===== src/rtl/sha256_msg_padder_pkg.sv =====
// Shared constants for the SHA-256 message padder: block geometry, padding marker and FSM encodings.
package sha256_msg_padder_pkg;

    localparam int unsigned WORD_W      = 32;
    localparam int unsigned BLOCK_WORDS = 16;
    localparam int unsigned BLOCK_W     = WORD_W * BLOCK_WORDS;
    localparam int unsigned IDX_W       = 4;
    localparam int unsigned LEN_W       = 64;
    localparam int unsigned LEN_IDX     = 14;
    localparam int unsigned BCNT_W      = 3;

    localparam logic [IDX_W-1:0]  IDX_LEN  = IDX_W'(LEN_IDX);
    localparam logic [IDX_W-1:0]  IDX_LAST = IDX_W'(BLOCK_WORDS - 1);
    localparam logic [WORD_W-1:0] PAD_WORD = 32'h8000_0000;

    // FSM encodings
    localparam logic [1:0] ST_ACCEPT = 2'd0;
    localparam logic [1:0] ST_PAD    = 2'd1;
    localparam logic [1:0] ST_EMIT   = 2'd2;

endpackage


===== src/rtl/sha256_msg_padder.sv =====
// Streams 32-bit big-endian message words into 512-bit SHA-256 blocks with
// the 0x80 marker, zero fill and 64-bit bit length already applied.
module sha256_msg_padder
    import sha256_msg_padder_pkg::*;
(
    input  logic                iClk,
    input  logic                iReset,
    input  logic                iValid,
    output logic                oReady,
    input  logic [WORD_W-1:0]   iData,
    input  logic                iLast,
    input  logic [BCNT_W-1:0]   iByteCnt,
    output logic [BLOCK_W-1:0]  oBlock,
    output logic                oBlockValid,
    input  logic                iBlockReady,
    output logic                oFirst,
    output logic                oLast
);

    logic [1:0]        r_state;
    logic [WORD_W-1:0] r_buf [BLOCK_WORDS];
    logic [IDX_W-1:0]  r_idx;
    logic [LEN_W-1:0]  r_len;
    logic              r_pad_pending;
    logic              r_first;
    logic              r_last;
    logic              r_more;      // padding continues in the next block
    logic              r_ready;
    logic              r_block_valid;

    logic [1:0]        w_state_nxt;
    logic              w_accept;
    logic [BCNT_W-1:0] w_nbytes;
    logic              w_wr_en;
    logic              w_wr_len;
    logic              w_clear;
    logic [WORD_W-1:0] w_wr_data;
    logic [IDX_W-1:0]  w_idx_nxt;
    logic [LEN_W-1:0]  w_len_nxt;
    logic              w_pend_nxt;
    logic              w_first_nxt;
    logic              w_last_nxt;
    logic              w_more_nxt;

    // Keep the first n bytes of the final word, drop the marker right after them.
    function automatic logic [WORD_W-1:0] f_mask_last(input logic [WORD_W-1:0] d,
                                                      input logic [BCNT_W-1:0] n);
        case (n)
            3'd0:    return PAD_WORD;
            3'd1:    return {d[31:24], 8'h80, 16'h0000};
            3'd2:    return {d[31:16], 8'h80, 8'h00};
            3'd3:    return {d[31:8], 8'h80};
            default: return d;
        endcase
    endfunction

    assign w_accept = iValid & r_ready;
    assign w_nbytes = (iByteCnt > 3'd4) ? 3'd4 : iByteCnt;

    assign oReady      = r_ready;
    assign oBlockValid = r_block_valid;
    assign oFirst      = r_first;
    assign oLast       = r_last;

    for (genvar g = 0; g < BLOCK_WORDS; g++) begin : g_blk
        assign oBlock[BLOCK_W-1-WORD_W*g -: WORD_W] = r_buf[g];
    end

    // Next-state and datapath control decisions
    always_comb begin
        w_state_nxt = r_state;
        w_wr_en     = 1'b0;
        w_wr_len    = 1'b0;
        w_clear     = 1'b0;
        w_wr_data   = '0;
        w_idx_nxt   = r_idx;
        w_len_nxt   = r_len;
        w_pend_nxt  = r_pad_pending;
        w_first_nxt = r_first;
        w_last_nxt  = r_last;
        w_more_nxt  = r_more;
        case (r_state)
            ST_ACCEPT: begin
                if (w_accept) begin
                    w_wr_en   = 1'b1;
                    w_idx_nxt = IDX_W'(r_idx + 4'd1);
                    if (!iLast) begin
                        w_wr_data = iData;
                        w_len_nxt = r_len + LEN_W'(32);
                        if (r_idx == IDX_LAST) begin
                            w_state_nxt = ST_EMIT;
                            w_last_nxt  = 1'b0;
                            w_more_nxt  = 1'b0;
                        end
                    end else begin
                        w_wr_data  = f_mask_last(iData, w_nbytes);
                        w_pend_nxt = (w_nbytes == 3'd4);
                        w_len_nxt  = r_len + LEN_W'({w_nbytes, 3'b000});
                        w_last_nxt = 1'b0;
                        if (r_idx == IDX_LAST) begin
                            w_state_nxt = ST_EMIT;
                            w_more_nxt  = 1'b1;
                        end else begin
                            w_state_nxt = ST_PAD;
                        end
                    end
                end
            end
            ST_PAD: begin
                w_wr_en = 1'b1;
                if (r_pad_pending) begin
                    w_wr_data  = PAD_WORD;
                    w_pend_nxt = 1'b0;
                    if (r_idx == IDX_LAST) begin
                        w_state_nxt = ST_EMIT;
                        w_last_nxt  = 1'b0;
                        w_more_nxt  = 1'b1;
                    end else begin
                        w_idx_nxt = IDX_W'(r_idx + 4'd1);
                    end
                end else if (r_idx < IDX_LEN) begin
                    w_idx_nxt = IDX_W'(r_idx + 4'd1);
                end else if (r_idx == IDX_LEN) begin
                    w_wr_len    = 1'b1;
                    w_state_nxt = ST_EMIT;
                    w_last_nxt  = 1'b1;
                    w_more_nxt  = 1'b0;
                end else begin
                    // no room for the length field: close this block with zeros
                    w_state_nxt = ST_EMIT;
                    w_last_nxt  = 1'b0;
                    w_more_nxt  = 1'b1;
                end
            end
            ST_EMIT: begin
                if (r_block_valid && iBlockReady) begin
                    w_clear    = 1'b1;
                    w_idx_nxt  = '0;
                    w_last_nxt = 1'b0;
                    w_more_nxt = 1'b0;
                    if (r_last) begin
                        w_first_nxt = 1'b1;
                        w_len_nxt   = '0;
                        w_state_nxt = ST_ACCEPT;
                    end else begin
                        w_first_nxt = 1'b0;
                        w_state_nxt = r_more ? ST_PAD : ST_ACCEPT;
                    end
                end
            end
            default: w_state_nxt = ST_ACCEPT;
        endcase
    end

    // State register
    always_ff @(posedge iClk) begin
        if (iReset) r_state <= ST_ACCEPT;
        else        r_state <= w_state_nxt;
    end

    // Control registers and registered handshake outputs
    always_ff @(posedge iClk) begin
        if (iReset) begin
            r_idx         <= '0;
            r_len         <= '0;
            r_pad_pending <= 1'b0;
            r_first       <= 1'b1;
            r_last        <= 1'b0;
            r_more        <= 1'b0;
            r_ready       <= 1'b0;
            r_block_valid <= 1'b0;
        end else begin
            r_idx         <= w_idx_nxt;
            r_len         <= w_len_nxt;
            r_pad_pending <= w_pend_nxt;
            r_first       <= w_first_nxt;
            r_last        <= w_last_nxt;
            r_more        <= w_more_nxt;
            r_ready       <= (w_state_nxt == ST_ACCEPT);
            r_block_valid <= (w_state_nxt == ST_EMIT);
        end
    end

    // Block buffer: cleared after each transfer, one word or the length pair per cycle
    always_ff @(posedge iClk) begin
        if (iReset || w_clear) begin
            for (int i = 0; i < BLOCK_WORDS; i++) r_buf[i] <= '0;
        end else if (w_wr_len) begin
            r_buf[LEN_IDX]     <= r_len[63:32];
            r_buf[LEN_IDX + 1] <= r_len[31:0];
        end else if (w_wr_en) begin
            r_buf[r_idx] <= w_wr_data;
        end
    end

endmodule


===== config.mk =====
export PLATFORM = sky130hd
export DESIGN_NAME = sha256_msg_padder
export DESIGN_NICKNAME = d
export VERILOG_FILES = /design/src/rtl/sha256_msg_padder_pkg.sv /design/src/rtl/sha256_msg_padder.sv
export SDC_FILE = /design/constraint.sdc
export NUM_CORES = 1
export LEC_CHECK = 0
export BUFFER_PORTS_ARGS = -buffer_cell sky130_fd_sc_hd__buf_2
export CAP_MARGIN = 20
export CORE_UTILIZATION = 35
export CTS_CLUSTER_DIAMETER = 150
export DETAILED_ROUTE_END_ITERATION = 10
export GPL_ROUTABILITY_DRIVEN = 0
export HOLD_SLACK_MARGIN = 0.06
export PLACE_DENSITY = 0.56
export SYNTH_ARGS = -nofsm -noshare
export SYNTH_HDL_FRONTEND = slang
export SYNTH_SLANG_ARGS = --single-unit

===== constraint.sdc =====
create_clock -name iClk -period 2.9 [get_ports iClk]
set_input_delay 0.58 -clock iClk [delete_from_list [all_inputs] [get_ports iClk]]
set_output_delay 0.58 -clock iClk [all_outputs]
set_load 0.05 [all_outputs]

### Word level (Yosys, flattened, before mapping)

Memories as Yosys holds them, arrays and structs flattened.
Index checks and enable logic that the tools add are counted.

* flip-flop bits (word level): 76
* bits in writable memories: 512
* input bits: 40
* output and inout bits: 516
* logic and storage cells: 118
* memories: 1

* add/subtract/negate cells: 3
* $lt $le $gt $ge: 2
* eq/ne operators: 17
* multiplexer cells: 68
* bitwise gates (word level): 3
* reductions and logical operators: 15

Memories
* r_buf: depth 16, bits a word 32, read ports 16, clocked after memory_dff 0, wr ports 16, line sha256_msg_padder.sv:21 `logic [WORD_W-1:0] r_buf [BLOCK_WORDS];`

Operators with widths (number)
* $mux 64: 4
* $mux 32: 6
* $pmux 32 s4: 1
* $pmux 64 s2: 1
* $add 64x6->64: 1
* $add 64x6->64 const B: 1
* $pmux 32 s2: 1
* $mux 1: 35
* $reduce_or 32->1: 1
* $mux 4: 6
* $mux 2: 7
* $ne 3x3->1 const B: 4
* $pmux 4 s3: 1
* $reduce_and 5->1: 2
* $eq 4x4->1 const B: 2
* $ne 2x2->1 const B: 4
* $reduce_and 4->1: 2
* $eq 3x2->1 const B: 2
* $pmux 1 s3: 2
* $pmux 2 s3: 1
* $add 4x1->4 const B: 1
* $eq 2x2->1 const B: 2
* $logic_not 2->1: 2
* $lt 4x4->1 const B: 1
* 15 further kinds: 18

### Depth between registers and ports, before layout

Gate-level depths: netlist of the first run.

* word-level depth: 10
* depth in mapped cells: 11
* depth with buffers taken out: 9

### Least setup slack after synthesis of the first run

No wires, ideal clock.

* kind: flip-flop to flip-flop
* start: reg r_state[0]
* end: mem r_buf[10][0] (enable)
* library setup time: 0.389 ns
* arrival time: 2.830 ns
* data required time: 2.511 ns
* path slack: -0.320 ns
* cell stages (with the launch flop): 9
* path buffers: 1
* period minus slack after synthesis: 3.220 ns
* cell sequence: dfxtp_1 -> inv_1 -> ha_1 -> a31oi_1 -> o21ai_0 -> nor3b_1 -> nand2_1 -> clkbuf_1 -> nand2_1

RTL lines
* from (decl): line sha256_msg_padder.sv:20 `logic [1:0] r_state;`
* from (signal assigned): line sha256_msg_padder.sv:158 `else r_state <= w_state_nxt;`
* to (decl): line sha256_msg_padder.sv:21

==> flow_summary.ini, run 1 <==
[yosys]
synth_ff_type = edfxtp_1
syn_avg_cell_area_um2 = 12.6
synth_cells = 1780
synth_edf_count = 512
synthesis.nets = 1833
netlist_top_cells_area = edfxtp_1 68%, nor2_1 8.3%, dfxtp_1 6.5%
synthAdderAreaFrac_pct = 0.757
synth_area_mm2 = 0.0225
synth_compound_area_share_pct = 4.92
synth-simple-area-share_pct = 16.4
synth.top_cell.area_share_pct = 68.4
synthDistinctLibCells = 62
synthMuxAreaShare_pct = 0.200
synthTopCellsByCount = 512 x edfxtp_1, 494 x nor2_1, 162 x nand2_1
synth_top_family_by_area = simple AND/OR/NAND/NOR gates
ys_async_sr_fraction_pct = 0
synth_most_common_cell = edfxtp_1
ys_ff_latch = 585
synth_xor_area_share_pct = 0.546
synth_warnings = 0
yosys.area.top_type = edfxtp_1
seq_area_frac_synth_pct = 74.9

[critical_path]
worst_ep_arrival_time_ps = 3040
cp_num_buf_inv = 4
endpoint_kind = flip-flop
critPathMaxStageDelay_ps = 370
critical_path_required_ps = 3210
path_cells = inv_1 > ha_1 > a31oi_2 > buf_4 > nor4bb_1 > buf_4 > nand2_2 > nand2_2 > buf_12
crit_family = buffers and inverters
critPathLaunchType = flip-flop
critPathSlowestCell = dfxtp_1
cp_max_fo = 24
worstSetupPathType = flip-flop to flip-flop

[routing]
wl_per_cell_um = 25.4
routed-via-count = 17200
drc_errors = 0
drtIter0Drc = 1710
wl_mm = 84.0
drtAntennaViolNets = 0
viasPerCell = 5.21
drt_first_pass_iters = 7

[floorplan]
rows = 92
die_area_mm2 = 0.0652
die_height_um = 255
io_pins = 556
die_w_um = 255
start_util_pct = 35.6
core_area_mm2 = 0.0632

[place]
port_buffers = 555
pre_cts_ws_ps = -155
dp_hpwl_mm = 58.2
dp.cells = 3191

[timing]
worst_slack_ps = 172
skew_ps = 9.14
fin_tns_setup_ps = 0
max_freq_ghz = 0.367
hold_slack_ps = 410
timing.final.crit_share_pct = 94.1
tightest_slew_ps = 892
period_minus_slack_ps = 2730
drv_slew = 0
max-slew-margin-rel_pct = 40.5
setup_violations = 0
finalHoldViolCount = 0
rsz0062_at_grt = no

[cts]
numCtsBuffers = 60
path_clk_slew_ps = 70
insertion_delay_ps = 620
cts-root-buf = clkbuf_16
cts_htree_levels = 2
clock_sinks = 585
cts_tree = done
cts_max_path_buffers = 3

[final_layout]
stdcell_count = 3306
drive_gt1_share_pct = 33.1
nNetsFinal = 2462
multi_input_area_mm2 = 0.00521
ff_latch_area_mm2 = 0.0168
n_antenna_cell = 0
syn2layout_area_growth_pct = 30.3
fillers = 5762

[power]
ir_drop_uv = 545
leakage_uw = 0.0112
power_density_mw_per_mm2 = 665
finalPower_uw = 19500

[run]
drv_cap = 0

[outcome]
status = finished clean

[global_routing]
grtUsageTotal_pct = 25.2
grt_max_degree = 62
grt_pass1_wl_mm = 119
grt_overflow = 0
antenna_found_initial = 7
grt_pass1_vias = 16400

[worst_hold_path]
min_path_type = input port to flip-flop
## final timing paths
| path | cells past startpoint | slack [ps] | endpoint | start |
|---|---|---|---|---|
| setup reg to reg | 9 | 170 | r_buf[7][9] | r_state[0] |
| hold reg to reg | 1 | 470 | oFirst | oFirst |
| hold / removal | 3 | 410 | oFirst | iBlockReady |
| setup / recovery | 9 | 170 | r_buf[7][9] | r_state[0] |
## layout by cell type, fill, tap and decap left out, drive strengths merged, types with 3 or more instances in the layout
cell type	n
a21oi	47
bufinv	8
clkinv	27
o21ai	81
nand2b	8
ha	12
and4	5
xnor2	5
nor3	16
a21boi	3
xor2	9
and2	5
o31ai	22
dfxtp	73
nor2	494
o211ai	4
buf	681
nand4	36
or2	4
nand2	162
and3	6
or4	29
clkbuf	70
nor2b	6
nand3	26
edfxtp	512
inv	20
nor4	15
mux2i	3
o21a	8
clkinvlp	6
or3	20
nor3b	5
## stage by stage
| stage | cell area, um^2 | util [%] |
|---|---|---|
| 3_3_place_gp | 27300 | 43.1 |
| 6_report | 29300 | 46.3 |
| 4_1_cts | 29300 | 46.3 |
| 5_1_grt | 29300 | 46.3 |
| 2_1_floorplan | 22500 | - |
| 3_5_place_dp | 27300 | 43.1 |
## worst reg2reg max path, stage by stage (launching register included)
cell	delay, ps
dfxtp_1	370
inv_1	100
ha_1	250
a31oi_2	240
buf_4	320
nor4bb_1	340
buf_4	180
nand2_2	70
nand2_2	270
buf_12	250
## cells by family after synthesis
family | count (synthesis)
AO/OA/AOI/OAI | 188
buffers and inverters | 132
XOR/XNOR | 14
flip-flops | 585
AND/OR/NAND/NOR | 844
adder cells (fa/ha/maj) | 13
multiplexers | 4
## timing repair
item	in CTS	in global routing
endpoints found under the hold margin	0	0
endpoints found under the setup margin	0	44
hold buffers	0	0
gates resized for setup	0	2
setup buffers	0	2
## sequential cells by signal (all words and copies together) (netlist names)
register	cells
r_idx	4
r_buf	512
r_pad_pending	1
r_len	61
oFirst	1
oLast	1
oBlockValid	1
r_state	2
r_more	1
oReady	1
## final cells by class
cell class	instances	share of cell area (%)
inverters	18	0.231
repair buffers	681	14.0
well taps	846	3.62
multi-input cells	1063	17.8
clock buffers	70	5.26
clock inverters	43	1.54
flip-flops and latches	585	57.5
## routing by layer
metal	track usage, %	part of all wire (%)	up-vias
li1	-	-	7585
met1	32.8	40	8574
met2	41.4	48	925
met3	4.84	8.3	148
met4	9.86	4.0	2
met5	0	0.015	-
## where the power goes
group | internal [uW] | leakage, uW | switching [uW] | total, uW
clock network | 4520 | 0.000963 | 3360 | 7890
registers | 9400 | 0.00588 | 96.2 | 9490
logic | 379 | 0.00434 | 1690 | 2070
total | 14300 | 0.0112 | 5150 | 19500
No activity file was read; power rests on OpenSTA's default activity.
==> run 2, diff against run 1 <==
Settings changed: PLACE_DENSITY 0.56 to 0.54.
Clock period 2.9 ns to 3.35 ns, I/O delays scaled along.
==> run 2 against run 1 <==
- critical path depth shrank 2
- largest cell class unchanged
- first-iteration DRC count shrank 5.8%
- clock power down 16%
- total power down 15%
==> flow_summary.ini, run 2 (synthesis results as in run 1) <==
[global_routing]
antenna_found_initial = 2
grtUsageTotal_pct = 25.2
grt_pass1_vias = 16400
grt_overflow = 0
grt_pass1_wl_mm = 119
grt_max_degree = 39

[critical_path]
endpoint_kind = flip-flop
critPathMaxStageDelay_ps = 600
critPathSlowestCell = or4_1
reg2reg_from = r_state[0]
worstSetupPathType = flip-flop to flip-flop
worst_ep_arrival_time_ps = 3520
critPathLaunchType = flip-flop
crit_family = simple AND/OR/NAND/NOR gates
reg2reg_depth = 7
cp_max_fo = 10
cp_num_buf_inv = 1
path_cells = inv_1 > ha_1 > a21boi_1 > nor3_2 > nand3_1 > or4_1 > a21oi_1
critical_path_required_ps = 3900
reg2reg_slack_ps = 380
r2r_end = r_len[46]

[final_layout]
drive_gt1_share_pct = 32.0
reg.largest.list = r_buf: 512 flops, r_len: 61 flops, r_idx: 4 flops
syn2layout_area_growth_pct = 28.1
nNetsFinal = 2436
fillers = 5797
largest_reg_flops = 512
regMostFlops = r_buf
post-route-cell-area_mm2 = 0.0288
final_common_cell = buf_2
n_antenna_cell = 0
final_cell_mix = 555 x buf_2, 512 x edfxtp_1, 494 x nor2_1

[timing]
finalHoldViolCount = 0
max_freq_ghz = 0.337
fin_tns_setup_ps = 0
worst_slack_ps = 380
drv_slew = 0
skew_ps = 15.6
setup_violations = 0
hold_slack_ps = 460
period_minus_slack_ps = 2970
tightest_slew_ps = 1060
timing.final.crit_share_pct = 88.7
rsz0062_at_grt = no
max-slew-margin-rel_pct = 29.2

[cts]
cts-root-buf = clkbuf_16
numCtsBuffers = 61
insertion_delay_ps = 630
cts-resized-gates = 0
path_clk_slew_ps = 70
postCtsSetupBuffers = 0
cts_tree = done
cts_htree_levels = 2
hold_buffers = 0
clock_sinks = 585
cts_max_path_buffers = 3

[floorplan]
start_util_pct = 35.6
core_area_mm2 = 0.0632
die_area_mm2 = 0.0652
die_height_um = 255
rows = 92
die_w_um = 255
io_pins = 556

[outcome]
status = finished clean

[routing]
wl_mm = 84.2
drtAntennaViolNets = 0
drtIter0Drc = 1611
wl_per_cell_um = 25.7
routed-via-count = 17200
drt_first_pass_iters = 7
viasPerCell = 5.24
drc_errors = 0

[run]
drv_cap = 0

[place]
pre_cts_ws_ps = 188
port_buffers = 555
dp_hpwl_mm = 58.2
postPlaceCellArea_mm2 = 0.0268

[power]
ir_drop_uv = 406
leakage_uw = 0.0109
power_density_mw_per_mm2 = 578

[worst_hold_path]
whs_path_depth = 3
min_from = iBlockReady
min_path_type = input port to flip-flop
holdPathEnd = oFirst
## run 2: cell count changes in the layout (fill, tap and decap cells not counted), sizes merged
cell	change
bufinv	-4
clkbuf	+9
clkinvlp	-6
inv	+1
buf	-27
## run 2: through the flow
step	util [%]	total power, uW	instances
global route	45.5	17000	3279
finish	45.5	16600	3279
CTS	45.5	16700	3279
global placement	42.4	10100	3165
floorplan	-	9510	1780
detailed placement	42.5	10100	3166
## run 2: power by group
group | total (uW) | internal (uW) | leakage, uW | switching [uW]
clock network | 6640 | 3790 | 0.000962 | 2860
registers | 8220 | 8140 | 0.00588 | 80.0
logic | 1760 | 290 | 0.00410 | 1470
## run 2: final cells by class
cell class,instances,area (um^2),share of cell area [%]
clock buffer,79,1660,5.76
inverter,18,67.6,0.235
timing repair buffer,654,3680,12.8
clock inverter,34,288,1.00
multi-input combinational,1063,5190,18.0
sequential,585,16800,58.5
tap,846,1060,3.68
## run 2: worst min-delay path, delay by kind of cell
family,cells,cell delay (ps)
and+or+nand+nor,1,130
buffers and inverters,1,120
AOI/OAI and AO/OA,1,140
## run 2: worst max-delay path by stage
stage | endpoint | startpoint | depth (start not counted) | slack (ps)
floorplan | r_buf[10][0] | r_state[0] | 8 | 130
global placement | r_len[41] | iByteCnt[0] | 11 | 230
detailed placement | r_len[41] | iByteCnt[2] | 10 | 190
CTS | r_len[46] | r_state[0] | 7 | 410
global route | r_len[46] | r_state[0] | 7 | 130
finish | r_len[46] | r_state[0] | 7 | 380
## run 2: routing by layer
layer,part of all wire [%],global-route usage (%),up-vias,wire (um)
li1,-,-,7545,-
met1,41,32.9,8609,34600
met2,48,42.3,896,40700
met3,7.8,5.08,132,6570
met4,2.8,6.99,2,2330
met5,0.013,0,-,11
==> run 3, diff against run 2 <==
Settings changed: RECOVER_POWER set to 25.
==> run 3 against run 2 <==
- critical path depth stayed put
- flip-flop and latch count is the same
- via count increased by 0.13%
- global-route usage is the same
- setup slack improved by 9.8 ps
- final area decreased by 1.7%
- wire length rose by 0.56%
- first-iteration DRC count up 6.5%
- register-to-register slack barely moved
- core utilization decreased by 0.79 points
- critical endpoint unchanged
- clock power is essentially flat
==> flow_summary.ini, run 3 (synthesis results as in run 1) <==
[outcome]
status = finished clean

[worst_hold_path]
whs_path_depth = 3
min_path_type = input port to flip-flop
holdPathEnd = oFirst
min_from = iBlockReady

[routing]
drtIter0Drc = 1716
wl_per_cell_um = 25.8
drtAntennaViolNets = 0
routed-via-count = 17200
wl_mm = 84.7
viasPerCell = 5.25
drt_first_pass_iters = 6
drc_errors = 0

[final_layout]
syn2layout_area_growth_pct = 25.9
nNetsFinal = 2436
regMostFlops = r_buf
final_cell_mix = 512 x edfxtp_1, 494 x nor2_1, 413 x clkbuf_1
fillers = 5991
reg.largest.list = r_buf: 512 flops, r_len: 61 flops, r_idx: 4 flops
largest_reg_flops = 512
final_common_cell = edfxtp_1
drive_gt1_share_pct = 15.5

[power]
ir_drop_uv = 405
leakage_uw = 0.00961
power_density_mw_per_mm2 = 586

[critical_path]
reg2reg_from = r_state[0]
reg2reg_depth = 7
worst_ep_arrival_time_ps = 3510
endpoint_kind = flip-flop
r2r_end = r_len[46]
crit_start = r_state[0]
worstSetupPathType = flip-flop to flip-flop
critical_path_required_ps = 3900
cp_max_fo = 10
reg2reg_slack_ps = 390
critPathLaunchType = flip-flop

[timing]
finalHoldViolCount = 0
worst_slack_ps = 390
timing.final.crit_share_pct = 88.4
rsz0062_at_grt = no
drv_slew = 0
fin_tns_setup_ps = 0
period_minus_slack_ps = 2960
setup_violations = 0
tightest_slew_ps = 1090
max-slew-margin-rel_pct = 27.6
skew_ps = 14.5
max_freq_ghz = 0.338

[cts]
clock_sinks = 585
numCtsBuffers = 61
cts-resized-gates = 0
postCtsSetupBuffers = 0
cts_tree = done
cts_max_path_buffers = 3
path_clk_slew_ps = 70
hold_buffers = 0
insertion_delay_ps = 620
cts_htree_levels = 2
cts-root-buf = clkbuf_16

[floorplan]
die_height_um = 255
rows = 92
io_pins = 556
start_util_pct = 35.6
die_area_mm2 = 0.0652
die_w_um = 255
core_area_mm2 = 0.0632

[place]
dp_hpwl_mm = 58.2
pre_cts_ws_ps = 188
port_buffers = 555

[global_routing]
grt_max_degree = 39
grt_overflow = 0
grt_pass1_vias = 16400
grt_pass1_wl_mm = 119
antenna_found_initial = 2
grtUsageTotal_pct = 25.2

[run]
drv_cap = 0
==> run 3: how the worst max path moves through the flow <==
stage	cells after the start	slack [ps]	to
final	7	390	r_len[46]
after global routing	7	130	r_len[46]
after CTS	7	410	r_len[46]
after detailed placement	10	190	r_len[41]
after global placement	11	230	r_len[41]
after floorplan	8	130	r_buf[10][0]
==> run 3: final cells by class <==
| type | count | area, um^2 | share of cell area (%) |
|---|---|---|---|
| flip-flops and latches | 585 | 16800 | 59.5 |
| multi-input cells | 1063 | 5190 | 18.4 |
| repair buffers | 654 | 3180 | 11.2 |
| clock buffers | 79 | 1660 | 5.86 |
| well taps | 846 | 1060 | 3.74 |
| clock inverters | 34 | 288 | 1.02 |
| inverters | 18 | 67.6 | 0.239 |
| diodes | 1 | 2.50 | 0.00885 |
==> run 3: stage by stage <==
stage | cells | cell area [um^2] | power, uW | util, % | hold slack [ps]
finish | 3280 | 28300 | 16600 | 44.7 | 461
CTS | 3279 | 28800 | 16700 | 45.5 | 430
global route | 3279 | 28300 | 17000 | 44.7 | 470
global placement | 3165 | 26800 | 10100 | 42.4 | 442
floorplan | 1780 | 22500 | 9510 | - | 465
detailed placement | 3166 | 26800 | 10100 | 42.5 | 460
==> run 3: where the power goes <==
group | internal, uW | switching, uW
clock network | 3790 | 2850
logic | 238 | 1470
registers | 8140 | 87.2
==> run 3: per-layer routing <==
metal	wire length, um	vias to the layer above	track usage (%)
met3	6900	136	5.08
met5	12	-	0
met1	34700	8642	32.9
met2	40700	880	42.3
met4	2350	2	6.99
li1	-	7547	-
==> run 3: critical path, stage by stage, from the launching register on <==
cell      delay (ps)
dfxtp_1          370
inv_1            100
ha_1             340
a21boi_1         290
nor3_2           600
nand3_1          440
or4_1            600
a21oi_1          150
